[config.mk]
export PLATFORM = sky130hd
export DESIGN_NAME = fifo
export DESIGN_NICKNAME = d
export VERILOG_FILES = /design/src/rtl/fifo.sv
export SDC_FILE = /design/constraint.sdc
export NUM_CORES = 1
export LEC_CHECK = 0
export ABC_AREA = 1
export CAP_MARGIN = 20
export CELL_PAD_IN_SITES_DETAIL_PLACEMENT = 0
export CELL_PAD_IN_SITES_GLOBAL_PLACEMENT = 1
export CORE_MARGIN = 2
export CORE_UTILIZATION = 49
export CTS_CLUSTER_SIZE = 28
export DETAILED_ROUTE_END_ITERATION = 6
export PLACE_DENSITY = 0.79
export SLEW_MARGIN = 5
export SYNTH_ARGS = -nofsm -noshare
export SYNTH_HDL_FRONTEND = slang
export SYNTH_SLANG_ARGS = --single-unit
[constraint.sdc]
create_clock -name clk -period 1.7 [get_ports clk]
set_input_delay 0.255 -clock clk [delete_from_list [all_inputs] [get_ports clk]]
set_output_delay 0.255 -clock clk [all_outputs]
set_load 0.01 [all_outputs]
[src/rtl/fifo.sv]
// Single-clock 16x8 first-word-fall-through FIFO: register file plus pointer/flag control.
// r_data always shows the head entry; full/empty are registered and change only on clk.
module fifo #(
  parameter int DATA_WIDTH = 8,
  parameter int ADDR_WIDTH = 4
) (
  input  logic                  clk,
  input  logic                  rst,
  input  logic                  push,
  input  logic                  pop,
  input  logic [DATA_WIDTH-1:0] w_data,
  output logic                  full,
  output logic                  empty,
  output logic [DATA_WIDTH-1:0] r_data
);

  localparam int DEPTH = 1 << ADDR_WIDTH;

  // Handshake: a push is taken when push=1 and full=0 at the edge; a pop is taken
  // when pop=1 and empty=0. Requests that are not taken are dropped without effect.
  logic [DATA_WIDTH-1:0] mem [0:DEPTH-1];
  logic [ADDR_WIDTH-1:0] wptr;
  logic [ADDR_WIDTH-1:0] rptr;
  logic [ADDR_WIDTH-1:0] wptr_next;
  logic [ADDR_WIDTH-1:0] rptr_next;
  logic                  push_ok;
  logic                  pop_ok;

  assign push_ok   = push && !full;
  assign pop_ok    = pop && !empty;
  assign wptr_next = wptr + 1'b1;
  assign rptr_next = rptr + 1'b1;
  assign r_data    = mem[rptr];

  always_ff @(posedge clk) begin
    if (rst) begin
      for (int i = 0; i < DEPTH; i++) begin
        mem[i] <= '0;
      end
    end else if (push_ok) begin
      mem[wptr] <= w_data;
    end
  end

  always_ff @(posedge clk) begin
    if (rst) begin
      wptr  <= '0;
      rptr  <= '0;
      full  <= 1'b0;
      empty <= 1'b1;
    end else begin
      if (push_ok) begin
        wptr <= wptr_next;
      end
      if (pop_ok) begin
        rptr <= rptr_next;
      end
      // Simultaneous push and pop keeps occupancy, so the flags hold.
      if (push_ok && !pop_ok) begin
        empty <= 1'b0;
        full  <= (wptr_next == rptr);
      end else if (pop_ok && !push_ok) begin
        full  <= 1'b0;
        empty <= (rptr_next == wptr);
      end
    end
  end

endmodule

==> impl_metrics.yaml <==
timing:
  worst_pin_slew_ns: 0.633
  clock.fmax_mhz: 470
  slew_headroom_pct: 57.7
  hold_ws_ns: 0.516
  slew_viol_final: 0
  setup_violations: 8
  fin_crit_ns: 2.13
  finalClockSkew_ns: 0.00678
  hold_violations: 0
  fin_ws_ns: -0.430
  rsz0062_at_grt: "yes"
  fin_crit_sh_pct: 125
logic_synthesis:
  synth_largest_area_cell: "edfxtp_1"
  netlist.area_leader.share_pct: 55.7
  synth_cell_types: 25
  ys_top_cells_by_area: "edfxtp_1 (56%), nor2_1 (6.9%), inv_1 (5.2%)"
  synth_cells: 699
  synth_seq_area_share_pct: 59.8
  avgSynthCellArea_um2: 9.86
  syn_area_um2: 6900
  yosysWarnings: 0
  synth-seq-cells: 142
  syn_nets: 717
global_route:
  grt_pass1_wl_um: 28200
  grtUsageTotal_pct: 25.7
  grt_max_degree: 38
  grt_overflow: 0
  grt_pass1_vias: 5200
  grt_antenna_before_repair: 0
placement:
  dp_hpwl_um: 11600
  port_buffers: 21
  gp_congestion: 0.854
  placed_area_um2: 7760
  dp.cells: 916
setup_path:
  r2r_end: "mem[10][4]$_SDFFCE_PN0P_"
  worst-path-buf-inv: 3
  worstPathRequired_ns: 1.44
  cp_top_family: "buffers and inverters"
  critPathLaunchType: "register"
  r2r-start: "wptr[0]$_SDFFE_PP0N_"
  critical_path.max_fanout: 6
  end_kind: "output pin"
  arrival_ns: 1.87
  crit_chain: "buf_12, buf_12, o211ai_1, nand3_1, nand3_1, nand2_1, buf_2"
  path_class: "register to output pin"
  cp_num_cells: 7
  r2r_slack_ns: 0.11
  cp_slowest_cell: "dfxtp_4"
  slowest_delay_ns: 0.36
  ff2ff_path_depth: 6
final_layout:
  stdcell_count: 959
  drive_above_1_share_pct: 21.1
  design_area_um2: 8660
  syn2layout_area_growth_pct: 25.5
  fillers: 1119
  finalNetCount: 784
  num_antenna_cells: 0
route:
  drt_pass1_iterations: 5
  vias: 5263
  drc: 0
  totalWireLength_um: 17800
  antenna_left: 0
  post_drt_wl_per_cell_um: 18.6
  vias_per_cell: 5.49
  drtIter0Drc: 587
worst_hold_path:
  holdCritStartpoint: "empty$_SDFFE_PP1P_"
  hold_depth: 2
  min_path_type: "register to register"
  hold_end: "empty$_SDFFE_PP1P_"
outcome:
  violations: "negative setup slack"
  run_status: "complete, but fails checks"
cts:
  cts_tree: "yes"
  numCtsBuffers: 17
  cts-root-buf: "clkbuf_16"
  clockBufferDepth: 2
  clk_pin_slew_worst_paths_ns: 0.06
  clock_latency_ns: 0.43
  cts_htree_levels: 4
  cts_sinks: 142
  hold_buffers: 0
floorplanning:
  num_rows: 43
  initial_core_util_pct: 49.9
  die-area_um2: 15000
  fp.dieW_um: 123
  ios: 22
  core-area_um2: 13800
  die_h_um: 123
run:
  cap_violations: 0
power:
  ir_worst_vdd_mv: 0.694
  leakagePower_nw: 3.70
  pwr_density_cell_nw_per_um2: 1090
==> per-layer routing <==
layer / part of all wire [%] / up-vias / track usage (%)
met3: 8.4 / 32 / 5.72
met1: 42 / 2524 / 35.2
met5: 0 / - / 0
met2: 47 / 230 / 40.5
li1: - / 2477 / -
met4: 2.3 / 0 / 9.12
==> kinds of logic (layout without fill, tap and decap cells) <==
kind of cell	after synthesis	after routing	synth area share [%]
buffers and inverters	135	215	8.07
XOR/XNOR	5	5	0.635
AO/OA/AOI/OAI	111	111	9.27
flip-flops	142	142	59.8
adder cells (fa/ha/maj)	6	6	1.09
AND/OR/NAND/NOR	300	300	21.1
==> worst reg2reg max path: stages (launching register included) <==
cell     delay (ns)
dfxtp_1        0.35
inv_1          0.11
ha_1           0.16
inv_1          0.09
nor2_8         0.21
nand2_4        0.07
nand2_1        0.27
==> synth_stat cells <==
library cell,number
a21oi_1,39
a31oi_1,1
buf_2,19
buf_4,1
buf_6,3
clkbuf_1,14
dfxtp_1,14
edfxtp_1,128
ha_1,6
inv_1,96
inv_2,2
nand2_1,80
nand2_4,16
nand2_8,1
nand3_1,57
nand4_1,3
nor2_1,126
nor2_2,10
nor2_4,1
nor2_8,5
nor3_1,1
o211ai_1,33
o21ai_0,38
xnor2_1,1
xor2_1,4
==> power by group <==
part / switching [mW] / internal [mW] / leakage (nW)
Sequential: 0.0833 / 3.97 / 1.44
Clock: 1.47 / 2.60 / 0.303
Combinational: 0.802 / 0.545 / 1.95
Total: 2.36 / 7.11 / 3.70
==> metrics by stage <==
stage                     setup slack, ns  setup TNS [ns]  power [mW]  util (%)
after floorplan                     0.119               0        4.81         -
after global placement             -0.249          -30.89        5.33      56.1
after detailed placement           -0.288          -38.44        5.35      56.1
after CTS                          -0.392           -2.76        9.47      62.3
after global routing               -0.482           -3.37        9.79      62.6
final                              -0.430           -2.86        9.47      62.6
==> cell type report <==
class                           instances  area, µm²  area share (%)
Inverter                               98        368            4.25
Timing Repair Buffer                   85        998            11.5
Clock buffer                           18        429            4.96
Tap cell                              180        225            2.60
Sequential cell                       142       4130            47.7
Clock inverter                         14        216            2.50
Multi-Input combinational cell        422       2290            26.4
==> worst max-delay path by stage <==
stage | from | to
2_1_floorplan | wptr[1]$_SDFFE_PP0N_ | mem[15][0]$_SDFFCE_PN0P_
3_3_place_gp | push | mem[14][0]$_SDFFCE_PN0P_
3_5_place_dp | push | mem[9][2]$_SDFFCE_PN0P_
4_1_cts | register | r_data[2]
5_1_grt | register | r_data[2]
6_report | register | r_data[6]
==> registers in the layout, summed over array words and instances, names as in the netlist, named ones only <==
name and flops:
full 1, rptr 4, empty 1, mem 128
wptr 4
==> repair_timing <==
item / 4_1_cts / 5_1_grt
setup endpoints to repair: 9 / 81
resized for setup: 62 / 17
pin swaps: 45 / 5
setup buffers: 6 / 0
gates cloned: 5 / 0
==> placed cells by master, fill, tap and decap left out, types with 2 or more instances in the layout <==
cell type	instances
a21oi_1	30
o21ai_0	24
o21ai_1	14
dfxtp_2	2
edfxtp_1	128
dfxtp_1	11
nor2_8	5
nand4_1	3
bufinv_16	5
o211ai_1	33
buf_6	4
nand2_2	11
nand3_2	2
nand3_1	55
nor2_1	125
clkinvlp_4	4
clkinv_2	2
buf_4	38
clkbuf_16	17
buf_2	7
a21oi_2	9
nand2_4	16
ha_1	6
xor2_1	4
clkdlybuf4s50_1	13
inv_1	96
nor2_2	11
inv_2	2
buf_12	18
buf_16	4
clkinv_4	2
nand2_1	69
Power figures use the tool's default switching activity.
